## config.mk

```make
export PLATFORM = sky130hd
export DESIGN_NAME = sram_bus_arbiter
export DESIGN_NICKNAME = d
export VERILOG_FILES = /design/src/rtl/arb_pkg.sv /design/src/rtl/arb_timeout_cnt.sv /design/src/rtl/sram_bus_arbiter.sv
export SDC_FILE = /design/constraint.sdc
export NUM_CORES = 1
export LEC_CHECK = 0
export BUFFER_PORTS_ARGS = -buffer_cell sky130_fd_sc_hd__buf_2
export CORE_ASPECT_RATIO = 1.75
export CORE_MARGIN = 1.5
export CORE_UTILIZATION = 50
export CTS_CLUSTER_DIAMETER = 150
export DETAILED_ROUTE_END_ITERATION = 12
export PLACE_DENSITY = 0.83
export REMOVE_ABC_BUFFERS = 1
export SYNTH_ARGS = -nofsm -noshare
export SYNTH_HDL_FRONTEND = slang
export SYNTH_SLANG_ARGS = --single-unit
```

## constraint.sdc

```tcl
create_clock -name clk -period 11.7 [get_ports clk]
set_input_delay 2.34 -clock clk [delete_from_list [all_inputs] [get_ports clk]]
set_output_delay 2.34 -clock clk [all_outputs]
set_load 0.03 [all_outputs]
```

## src/rtl/arb_pkg.sv

```systemverilog
// arb_pkg: state encoding and shared constants for sram_bus_arbiter
package arb_pkg;
  typedef enum logic [1:0] {
    ARB_IDLE   = 2'd0,
    ARB_BUSY_D = 2'd1,
    ARB_BUSY_I = 2'd2,
    ARB_DONE   = 2'd3
  } arb_state_t;
  localparam logic [31:0] ZERO_WORD = 32'h0;
  localparam logic [3:0]  IF_SEL    = 4'hF;
endpackage

```

## src/rtl/arb_timeout_cnt.sv

```systemverilog
// arb_timeout_cnt: busy-cycle counter, expired on the cycle that would reach limit
module arb_timeout_cnt #(
  parameter int W = 8
) (
  input  logic         clk,
  input  logic         rst,
  input  logic         clear,
  input  logic         inc,
  input  logic [W-1:0] limit,
  output logic         expired
);
  logic [W-1:0] cnt;
  always_ff @(posedge clk or posedge rst)
    if (rst) cnt <= '0;
    else if (clear) cnt <= '0;
    else if (inc) cnt <= cnt + 1'b1;
  assign expired = cnt == limit - 1'b1;
endmodule

```

## src/rtl/sram_bus_arbiter.sv

```systemverilog
// sram_bus_arbiter: D-over-IF memory bus arbiter; ARB_TIMEOUT_EN adds busy timeout abort with bus_err
module sram_bus_arbiter
  import arb_pkg::*;
#(
  parameter int ADDR_W         = 32,
  parameter int DATA_W         = 32,
  parameter int TIMEOUT_CYCLES = 255
) (
  input  logic              clk,
  input  logic              rst,
  input  logic              if_req,
  input  logic [ADDR_W-1:0] if_addr,
  output logic [DATA_W-1:0] if_rdata,
  output logic              if_ack,
  input  logic              d_req,
  input  logic              d_we,
  input  logic [3:0]        d_sel,
  input  logic [ADDR_W-1:0] d_addr,
  input  logic [DATA_W-1:0] d_wdata,
  output logic [DATA_W-1:0] d_rdata,
  output logic              d_ack,
  output logic              m_req,
  output logic              m_we,
  output logic [3:0]        m_sel,
  output logic [ADDR_W-1:0] m_addr,
  output logic [DATA_W-1:0] m_wdata,
  input  logic [DATA_W-1:0] m_rdata,
  input  logic              m_ack,
  output logic              bus_err
);
  arb_state_t state;
  logic busy, tmo;
  logic [DATA_W-1:0] rd;
  assign busy = state == ARB_BUSY_D || state == ARB_BUSY_I;
  assign rd = m_ack && !m_we ? m_rdata : DATA_W'(ZERO_WORD);
`ifdef ARB_TIMEOUT_EN
  localparam int CW = $clog2(TIMEOUT_CYCLES + 1);
  logic expired;
  arb_timeout_cnt #(.W(CW)) u_tmo (
    .clk(clk),
    .rst(rst),
    .clear(!busy),
    .inc(busy && !m_ack),
    .limit(CW'(TIMEOUT_CYCLES)),
    .expired(expired)
  );
  assign tmo = busy && expired;
`else
  assign tmo = TIMEOUT_CYCLES < 0;
`endif
  always_ff @(posedge clk or posedge rst)
    if (rst) begin
      state    <= ARB_IDLE;
      m_req    <= 1'b0;
      m_we     <= 1'b0;
      m_sel    <= '0;
      m_addr   <= '0;
      m_wdata  <= '0;
      if_rdata <= '0;
      d_rdata  <= '0;
      if_ack   <= 1'b0;
      d_ack    <= 1'b0;
      bus_err  <= 1'b0;
    end else begin
      if_ack  <= 1'b0;
      d_ack   <= 1'b0;
      bus_err <= 1'b0;
      case (state)
        ARB_IDLE:
          if (d_req) begin
            m_req   <= 1'b1;
            m_we    <= d_we;
            m_sel   <= d_sel;
            m_addr  <= d_addr;
            m_wdata <= d_wdata;
            state   <= ARB_BUSY_D;
          end else if (if_req) begin
            m_req   <= 1'b1;
            m_we    <= 1'b0;
            m_sel   <= IF_SEL;
            m_addr  <= if_addr;
            m_wdata <= DATA_W'(ZERO_WORD);
            state   <= ARB_BUSY_I;
          end
        ARB_BUSY_D, ARB_BUSY_I:
          if (m_ack || tmo) begin
            state   <= ARB_DONE;
            m_req   <= 1'b0;
            bus_err <= !m_ack;
            if (state == ARB_BUSY_D) begin
              d_ack   <= 1'b1;
              d_rdata <= rd;
            end else begin
              if_ack   <= 1'b1;
              if_rdata <= rd;
            end
          end
        default: state <= ARB_IDLE;
      endcase
    end
endmodule
```

Word level (Yosys, flattened, before mapping):

Cells that the tools add are included.

* flip-flop bits (word level): 139
* output and inout port bits: 137
* word-level logic and storage cells: 53

* equality and inequality tests: 4
* muxes and demuxes: 25
* bitwise logic cells: 1
* reductions and logical operators: 12

Operators by type and width (count)
* 32-bit 2-to-1 mux: 5
* 1-bit 2-to-1 mux: 13
* 3-bit AND reduction: 3
* 4-bit 2-to-1 mux: 2
* 2-bit 2-to-1 mux: 3
* 2-bit case mux with 2 select lines: 1
* 2-bit AND reduction: 2
* 2-bit nonzero test: 2
* 3-bit inequality test (second input constant): 1
* 2-bit by 1-bit equality test with 1-bit output (second input constant): 1
* 2-bit equality test (second input constant): 1
* 1-bit zero test: 2
* 2-bit zero test: 1
* 2-bit inequality test (second input constant): 1
* 1-bit case mux with 2 select lines: 1
* 2-bit OR reduction: 1
* 1-bit logical AND: 1
* 1-bit NOT: 1

Longest topological paths before layout:

Gate-level depths: netlist (run 1).

* depth in word-level cells: 4
* gate-level depth with buffers: 7
* depth with buffers taken out: 5

Least setup slack after synthesis (run 1):

OpenSTA, ideal clock, no wires.

* kind: in2reg
* start: input port d_req
* end: register state[0]
* data arrival time: 3.039 ns
* data required time: 11.575 ns
* path slack: 8.536 ns
* stages: 4
* path through: buf_6 -> nor3b_4 -> a21oi_2 -> mux2_4

* longest elaborated chain between the ends: 2
* elaborated cells on any way between the ends: 4
* classes of those cells: eq/ne (1); mux (2); reduce/logical (1)

RTL lines
* start, declared: RTL line sram_bus_arbiter.sv:15 `input logic d_req,`
* 2-bit 2-to-1 mux / 3-bit inequality test (equally long branches)
* 2-bit case mux with 2 select lines / 2-bit AND reduction (equally long branches)
* end signal, assigned: RTL line sram_bus_arbiter.sv:76 `state <= ARB_BUSY_D;`
* end signal, assigned: RTL line sram_bus_arbiter.sv:83 `state <= ARB_BUSY_I;`
* end signal, assigned: RTL line sram_bus_arbiter.sv:87 `state <= ARB_DONE;`
* end, declared: RTL line sram_bus_arbiter.sv:31 `arb_state_t state;`

Several ways; a longest one is shown, not always the timed one.
A chain may end at the register's enable or synchronous reset.

Final worst setup path (run 1):

* start: input port d_req
* end: register m_wdata[8]

* longest elaborated chain between the ends: 2
* elaborated cells on any way between the ends: 3
* classes of those cells: mux (1); reduce/logical (2)

RTL lines
* 2-bit nonzero test (no line)
* 2-bit AND reduction (no line)
* end signal, assigned: RTL line sram_bus_arbiter.sv:75 `m_wdata <= d_wdata;`
* end signal, assigned: RTL line sram_bus_arbiter.sv:82 `m_wdata <= DATA_W'(ZERO_WORD);`
* end, declared: RTL line sram_bus_arbiter.sv:26 `output logic [DATA_W-1:0] m_wdata,`

Several ways; a longest one is shown, not always the timed one.

==> results of run 1 <==
kinds of logic (layout without fill, tap and decap cells):
group           after synthesis  count (layout)  synth area share
compound gates              140             140            0.1502
fa+ha+maj                     4               4          0.008784
buf+inv                      46             316           0.04326
flops                       138             138            0.6061
mux                          34              34           0.06061
other cells                   1               2         0.0006581
simple gates                169             169            0.1304
report_power, final:
group	leakage [nW]	total, mW	internal (mW)	switching, mW
Combinational	2.12	1.17	0.346	0.825
Clock	0.336	0.612	0.416	0.196
Sequential	1.76	0.830	0.708	0.123
Total	4.21	2.61	1.47	1.14
synth_stat cells:
cell type,count
and2_1,1
o21ai_1,21
nand2_1,130
mux2i_1,33
o21ai_0,76
a21oi_2,1
nand2b_1,32
o21a_1,1
buf_4,5
o21ai_2,1
a21oi_1,1
nor2b_1,3
clkbuf_1,11
o22a_1,4
nor3b_4,1
conb_1,1
o21bai_1,1
nand3b_1,1
ha_1,4
a2bb2oi_1,1
buf_6,4
buf_2,20
mux2_4,1
inv_1,6
nor2_1,1
a22o_1,33
dfrtp_1,138
worst register-to-register path, cell delays in order (launching register included):
cell and delay [ps]:
dfrtp_1 380, inv_1 130, ha_1 320, and2_1 930, a22o_1 270
flip-flops by register name (all words and copies together), names as in the netlist:
| signal | cells |
|---|---|
| if_rdata | 32 |
| m_we | 1 |
| state | 2 |
| m_req | 1 |
| d_ack | 1 |
| if_ack | 1 |
| m_sel | 4 |
| m_addr | 32 |
| d_rdata | 32 |
| m_wdata | 32 |
stage by stage:
stage	hold slack [ps]	power (mW)
3_3_place_gp	457.5	1.970
5_1_grt	498.3	2.762
4_1_cts	476.8	2.635
6_report	472.4	2.614
2_1_floorplan	539.6	1.619
3_5_place_dp	465.0	2.014
metal layers:
layer | GRT usage | wire length, um | up-vias
met2 | 0.4236 | 7872 | 240
met4 | 0.09922 | 297 | 0
met5 | 0 | 0 | -
li1 | - | - | 2303
met3 | 0.07705 | 1180 | 19
met1 | 0.2924 | 5644 | 2230
path summary, 6_finish.rpt:
| path | startpoint | to | slack (ps) | cells past startpoint |
|---|---|---|---|---|
| hold / removal | m_addr[11]$_DFFE_PP0P_ | m_addr[11]$_DFFE_PP0P_ | 470 | 2 |
| setup / recovery | d_req | m_wdata[8]$_DFFE_PP0P_ | 7830 | 4 |
| min in group asynchronous | rst | d_rdata[18]$_DFFE_PP0P_ | 1970 | 2 |
| max in group asynchronous | rst | if_rdata[8]$_DFFE_PP0P_ | 8300 | 3 |
| setup reg to reg | state[1]$_DFFE_PP0P_ | m_wdata[8]$_DFFE_PP0P_ | 9610 | 4 |
| hold reg to reg | m_addr[11]$_DFFE_PP0P_ | m_addr[11]$_DFFE_PP0P_ | 470 | 2 |
area by class of cell:
cell class	instances	area (um^2)
Antenna cell	1	2.502
Clock buffer	20	466.7
Clock inverter	11	216.5
Fill cell	851	3349
Inverter	6	27.53
Multi-Input combinational cell	348	2011
Sequential cell	138	3453
Tap cell	132	165.2
Timing Repair Buffer	279	1411
==> impl_metrics.json, run 1 <==
{
  "grt_overflow": 0,
  "cpPeakStageDelay_ps": 980,
  "pin_count": 275,
  "slew_violations": 0,
  "ys_seq_elements": 138,
  "numClockSinks": 138,
  "rsz0062_at_grt": "false",
  "pre_cts_slack_ps": 7406,
  "antenna_found_initial": 1,
  "cts_buffers": 17,
  "viasPerCell": 5.125,
  "clockBufferDepth": 2,
  "area_delta_synth_final_pct": 36.08,
  "fin_ws_ps": 7833,
  "worst_pin_slew_ps": 1126,
  "cp.arrival_ps": 4200,
  "final_nets": 932,
  "ir_worst_vdd_uv": 209.5,
  "final_common_cell": "buf_2",
  "gp_congestion": 0.8036,
  "grt_max_degree": 98,
  "syn_inst": 532,
  "clock_skew_ps": 9.343,
  "crit_path_start_kind": "primary input",
  "crit_buf_inv": 2,
  "ys_top_cells_by_area": "dfrtp_1, nand2_1, o21ai_0",
  "grt_pass1_wl_mm": 23.05,
  "path_clk_slew_ps": 60,
  "power.density_nw_per_um2": 337.1,
  "place_area_um2": 7068,
  "ys_types": 27,
  "drive_above_1_share": 0.3953,
  "worstSetupPathType": "primary input to flip-flop",
  "grt_pass1_vias": 4704,
  "final_cell_mix": "buf_2, dfrtp_1, nand2_1, o21ai_0",
  "detailed_place_hpwl_mm": 10.93,
  "detail_route.first_pass.iterations": 5,
  "power.leakage_nw": 4.211,
  "path_cells": "buf_2 > buf_4 > and2_1 > a22o_1",
  "num_rows": 51,
  "drt-initial-drc-count": 138,
  "slew_headroom": 0.2493,
  "final_area_um2": 7754,
  "yosysTopAreaCellShare": 0.6061,
  "cts.repair.resized": 0,
  "die_h_um": 144.2,
  "syn-cell-area_um2": 5698,
  "final-hold-violation-count": 0,
  "hp-class": "flip-flop to flip-flop",
  "io_buffers": 273,
  "vias": 4792,
  "cpLargestDelayFamily": "simple AND/OR/NAND/NOR gates",
  "yosysWarnings": 0,
  "coreArea_um2": 11100,
  "ant_nets": 0,
  "period_needed_ps": 3867,
  "dieArea_um2": 12070,
  "endpoint_kind": "flip-flop",
  "setup_violations": 0,
  "avgSynthCellArea_um2": 10.71,
  "post_cts_buffers": 0,
  "finalCritPeriodShare": 0.3305,
  "max_freq_ghz": 0.2586,
  "synth_area_leader_cell": "dfrtp_1",
  "htree_levels": 4,
  "cp_max_fo": 39,
  "max_cap_violations": 0,
  "drc": 0,
  "place_inst": 903,
  "outcome": "finished clean",
  "worst-endpoint-required_ps": 12040,
  "fin_cells": 935,
  "ctsHoldBuffers": 0,
  "initial_core_util": 0.5132,
  "track_usage": 0.2481,
  "cts_tree": "built",
  "fin_util": 0.6983,
  "ys_seq_area_frac": 0.6061,
  "wirelength_mm": 14.99,
  "detail_route.wl_per_cell_um": 16.04,
  "cts-root-buf": "clkbuf_16",
  "clk_latency_ps": 410,
  "slowest_stage": "and2_1",
  "finalSetupTns_ps": 0,
  "die_x_um": 83.70
}
No activity file was read; power rests on OpenSTA's default activity.
==> run 2: changes to the inputs <==
- ABC_AREA: not set -> 1
- CORE_UTILIZATION: 50 -> 47
- PLACE_DENSITY: 0.83 -> 0.77
- clock period: 11.7 -> 3.74 ns (I/O delays scaled with it)
==> run 2 against run 1 <==
Compared with the run above: sequential power rose to 3.0 times the previous value; routed wire length up 11%; die area increased by 13%; register-to-register slack lost 7900 ps; largest power group unchanged; global-route usage up 0.75 points; sequential share of layout area decreased by 1.7 points; design area is 4.0% higher; total power grew to 2.9 times the previous value; hold slack worse by 60 ps; critical path depth grew 3; combinational power rose to 2.9 times the previous value.
==> impl_metrics.json, run 2 <==
{
  "yosysTopAreaCellShare": 0.5702,
  "syn-cell-area_um2": 6056,
  "area_delta_synth_final_pct": 33.20,
  "viasPerCell": 4.730,
  "power.leakage_nw": 5.026,
  "setup_violations": 0,
  "clockBufferDepth": 2,
  "clock_skew_ps": 8.339,
  "finalSetupTns_ps": 0,
  "yosys.cell_count.top_type": "nand2_1",
  "p_int_mw": 4.096,
  "track_usage": 0.2556,
  "detail_route.first_pass.iterations": 4,
  "synth_edf_count": 0,
  "detail_route.wl_per_cell_um": 13.70,
  "dieArea_um2": 13600,
  "design_power_total_mw": 7.613,
  "worst-endpoint-required_ps": 4080,
  "outcome": "finished clean",
  "fin_cells": 1216,
  "place_inst": 1184,
  "ir_worst_vdd_uv": 579.9,
  "worstSetupPathType": "flip-flop to flip-flop",
  "synthFlopType": "dfrtp_1",
  "ys_types": 17,
  "wirelength_mm": 16.66,
  "pre_cts_slack_ps": 1472,
  "max_freq_ghz": 0.4873,
  "cts-root-buf": "clkbuf_16",
  "coreArea_um2": 12500,
  "finalCritPeriodShare": 0.5487,
  "antenna_found_initial": 0,
  "yosysWarnings": 0,
  "final_area_um2": 8066,
  "place_area_um2": 7447,
  "synth_common_cells": "nand2_1, dfrtp_1, nor2_1, inv_1, o21ai_0",
  "slew_headroom": 0.1791,
  "gp_congestion": 0.8281,
  "grt_overflow": 0,
  "initial_core_util": 0.4845,
  "detailed_place_hpwl_mm": 11.65,
  "cp.arrival_ps": 2400,
  "pin_count": 275,
  "final_cell_mix": "nand2_1, buf_2, dfrtp_1, nor2_1, inv_1",
  "avgSynthCellArea_um2": 7.794,
  "pwr-share-clk": 0.229,
  "grt_pass1_wl_mm": 26.83,
  "grt_pass1_vias": 5762,
  "comb_power_share": 0.449,
  "hp-class": "primary input to async pin",
  "numClockSinks": 138,
  "syn_inst": 777,
  "p_switching_mw": 3.517,
  "synthArstFlopShare": 1.000,
  "grt_max_degree": 73,
  "worst_pin_slew_ps": 1228,
  "ys_top_cells_by_area": "dfrtp_1, nand2_1, nor2_1",
  "final_nets": 1177,
  "num_rows": 54,
  "crit_path_start_kind": "flip-flop",
  "die_h_um": 153.2,
  "cp_max_fo": 34,
  "final-hold-violation-count": 0,
  "clk_latency_ps": 410,
  "synth_area_leader_cell": "dfrtp_1",
  "drt-initial-drc-count": 228,
  "holdWs_ps": 412.1,
  "cts_tree": "built",
  "cts.repair.resized": 0,
  "period_needed_ps": 2052,
  "ant_nets": 0,
  "vias": 5752,
  "seq_power_share": 0.322,
  "antennaDiodeCount": 0,
  "slew_violations": 0,
  "endpoint_kind": "flip-flop",
  "cts_buffers": 17,
  "io_buffers": 273,
  "die_x_um": 88.81,
  "path_clk_slew_ps": 60,
  "htree_levels": 4,
  "final_common_cell": "nand2_1",
  "post_cts_buffers": 0,
  "swShare": 0.4620,
  "fin_ws_ps": 1688,
  "ys_seq_area_frac": 0.5702,
  "power.density_nw_per_um2": 943.8,
  "drive_above_1_share": 0.3015,
  "max_cap_violations": 0,
  "rsz0062_at_grt": "false",
  "fin_util": 0.6453,
  "ctsHoldBuffers": 0,
  "ys_seq_elements": 138,
  "drc": 0
}
-- run 2: cell count changes after synthesis, sizes merged, moves of 3 or more --
cell and change:
o21ai -64, nor2b -3, mux2i -33, o22a -4
nor2 +46, a22o -33, nand2 +336, nand2b -32
inv +37
-- run 2: final timing paths --
check	start	end	slack [ps]	cells after the start
max	state[0]$_DFFE_PP0P_	if_rdata[18]$_DFFE_PP0P_	1690	7
min	rst	m_wdata[14]$_DFFE_PP0P_	410	2
max reg2reg	state[0]$_DFFE_PP0P_	if_rdata[18]$_DFFE_PP0P_	1690	7
min reg2reg	m_wdata[10]$_DFFE_PP0P_	m_wdata[10]$_DFFE_PP0P_	460	2
max in group asynchronous	rst	m_addr[17]$_DFFE_PP0P_	2520	3
min in group clk	m_wdata[10]$_DFFE_PP0P_	m_wdata[10]$_DFFE_PP0P_	460	2
-- run 2: layout make-up --
type | count | area (um^2)
Multi-Input combinational cell | 556 | 2193
Clock inverter | 12 | 162.7
Sequential cell | 138 | 3453
Inverter | 43 | 166.4
Fill cell | 1154 | 4433
Tap cell | 168 | 210.2
Timing Repair Buffer | 279 | 1424
Clock buffer | 20 | 456.7
-- run 2: cells by family after synthesis --
group                    synth area share
AO/OA/AOI/OAI                     0.03120
adder cells (fa/ha/maj)          0.008265
buffers and inverters             0.06921
flip-flops                         0.5702
other                           0.0006192
AND/OR/NAND/NOR                    0.3205
-- run 2: worst max-delay path, stage by stage (launching register included) --
cell,delay [ps]
dfrtp_1,410
inv_1,90
ha_1,300
nand2_1,50
buf_4,240
nor2_4,680
nand2_1,120
nand2_1,100
-- run 2: power by group through the flow --
stage	Sequential, mW	Combinational, mW	Clock (mW)
2_1_floorplan	3.64	1.08	0
3_3_place_gp	2.45	3.38	0
3_5_place_dp	2.46	3.45	0
4_1_cts	2.45	3.45	1.78
5_1_grt	2.52	3.73	1.84
6_report	2.45	3.42	1.74
-- run 2: routing by layer --
metal | up-vias | wire, um | global-route usage | share of wire
met1 | 2661 | 6355 | 0.2904 | 0.38
met5 | - | 0 | 0 | 0
met3 | 50 | 845 | 0.05238 | 0.051
met2 | 216 | 8774 | 0.4365 | 0.53
li1 | 2825 | - | - | -
met4 | 0 | 685 | 0.1384 | 0.041
==> run 3: changes to the inputs <==
- CORE_UTILIZATION: 47 -> 43
- PLACE_DENSITY: 0.77 -> 0.74
- clock period: 3.74 -> 1.8 ns (I/O delays scaled with it)
==> run 3 against run 2 <==
Compared with the run above: clock-buffer cell count is the same; highest routed layer unchanged; clock skew grew 2.3 ps; die area rose by 9.1%.
==> impl_metrics.json, run 3 (synthesis results as in run 2) <==
{
  "track_usage": 0.2322,
  "cp_max_fo": 64,
  "ff2ff_setup_slack_ps": 200,
  "die_h_um": 160.0,
  "place_inst": 1202,
  "io_buffers": 273,
  "setup_violations": 0,
  "finalSetupTns_ps": 0,
  "worst-endpoint-required_ps": 2140,
  "drc": 0,
  "ir_worst_vdd_uv": 1178,
  "cp.arrival_ps": 1940,
  "initial_core_util": 0.4377,
  "grt_busiest_layer": "met2",
  "num_rows": 57,
  "final-hold-violation-count": 0,
  "use_met1": 0.2681,
  "ant_nets": 0,
  "max_freq_ghz": 0.6246,
  "clk_latency_ps": 410,
  "slew_violations": 0,
  "grt_max_degree": 65,
  "final_common_cell": "nand2_1",
  "period_needed_ps": 1601,
  "dieArea_um2": 14830,
  "vias": 5798,
  "design_power_total_mw": 15.86,
  "detail_route.wl_per_cell_um": 13.63,
  "final_cell_mix": "nand2_1, buf_2, dfrtp_1, nor2_1, inv_1",
  "final_area_um2": 8224,
  "final_nets": 1190,
  "viasPerCell": 4.680,
  "hp-class": "primary input to flip-flop",
  "finalCritPeriodShare": 0.8894,
  "rsz0062_at_grt": "false",
  "power.leakage_nw": 5.084,
  "gp_congestion": 0.8207,
  "grt_pass1_wl_mm": 27.12,
  "outcome": "finished clean",
  "cts_tree": "built",
  "path_clk_slew_ps": 60,
  "cts_buffers": 17,
  "area_delta_synth_final_pct": 35.81,
  "grtUsageMet2": 0.4024,
  "detailed_place_hpwl_mm": 11.87,
  "clock_skew_ps": 10.67,
  "drt-initial-drc-count": 201,
  "grt_overflow": 0,
  "detail_route.first_pass.iterations": 4,
  "die_x_um": 92.71,
  "endpoint_kind": "flip-flop",
  "cts-root-buf": "clkbuf_16",
  "crit_path_start_kind": "flip-flop",
  "max_cap_violations": 0,
  "numClockSinks": 138,
  "power.density_nw_per_um2": 1929,
  "drive_above_1_share": 0.3082,
  "coreArea_um2": 13840,
  "place_area_um2": 7601,
  "wirelength_mm": 16.88,
  "nFillCells": 1282,
  "fin_cells": 1239,
  "htree_levels": 4,
  "clockBufferDepth": 2,
  "antenna_found_initial": 1,
  "pin_count": 275,
  "grt_pass1_vias": 5681,
  "worstSetupPathType": "flip-flop to flip-flop",
  "met3_usage": 0.05762
}
## run 3: cell count changes in the layout (fill, tap and decap cells not counted), moves of 2 or more
cell / before / now
buf_6: 0 / 2
buf_4: 5 / 9
clkinvlp_4: 2 / 5
buf_12: 1 / 7
clkbuf_1: 1 / 3
clkbuf_8: 2 / 0
clkinv_4: 3 / 1
## run 3: metal layers
layer,up-vias,part of all wire
li1,2862,-
met1,2663,0.39
met2,240,0.51
met3,33,0.072
met4,0,0.032
met5,-,0
## run 3: report_power, final
| part | switching [mW] | internal (mW) |
|---|---|---|
| clock network | 1.37 | 2.06 |
| logic | 5.31 | 2.07 |
| registers | 0.653 | 4.40 |
## run 3: critical path, stage by stage (launching register included)
cell     delay [ps]
dfrtp_1         390
inv_1            80
ha_1            280
o21ai_4         100
buf_6           410
nand2_1         130
nand2_1         100
## run 3: per-stage QoR
stage / hold slack [ps] / worst slack [ps] / util
2_1_floorplan: 473.6 / -2256 / -
3_3_place_gp: 361.7 / 168.7 / 0.5494
3_5_place_dp: 362.8 / 120.8 / 0.5494
4_1_cts: 139.0 / 73.89 / 0.5919
5_1_grt: 150.8 / 76.14 / 0.5944
6_report: 153.0 / 199.1 / 0.5944
## run 3: layout make-up
| cell class | instances | area, um^2 | area share |
|---|---|---|---|
| clock inverters | 12 | 141.4 | 0.01719 |
| inverters | 43 | 166.4 | 0.02023 |
| flip-flops and latches | 138 | 3453 | 0.4199 |
| clock buffers | 20 | 436.7 | 0.05310 |
| well taps | 177 | 221.5 | 0.02693 |
| diodes | 1 | 2.502 | 0.0003043 |
| multi-input cells | 556 | 2196 | 0.2670 |
| repair buffers | 292 | 1607 | 0.1953 |
## run 3: timing repair
item                       CTS  global route
setup endpoints to repair    0            40
hold buffers                 1             0
setup buffers                0             3
hold endpoints to repair    28             0
gates resized for setup      0             3
## run 3: final timing paths
check,startpoint,to,cells after the start
min reg2reg,m_wdata[26]$_DFFE_PP0P_,m_wdata[26]$_DFFE_PP0P_,2
max in group asynchronous,rst,m_addr[29]$_DFFE_PP0P_,4
max,state[0]$_DFFE_PP0P_,m_addr[4]$_DFFE_PP0P_,6
max reg2reg,state[0]$_DFFE_PP0P_,m_addr[4]$_DFFE_PP0P_,6
min in group asynchronous,rst,d_rdata[27]$_DFFE_PP0P_,3
min,d_wdata[29],m_wdata[29]$_DFFE_PP0P_,3
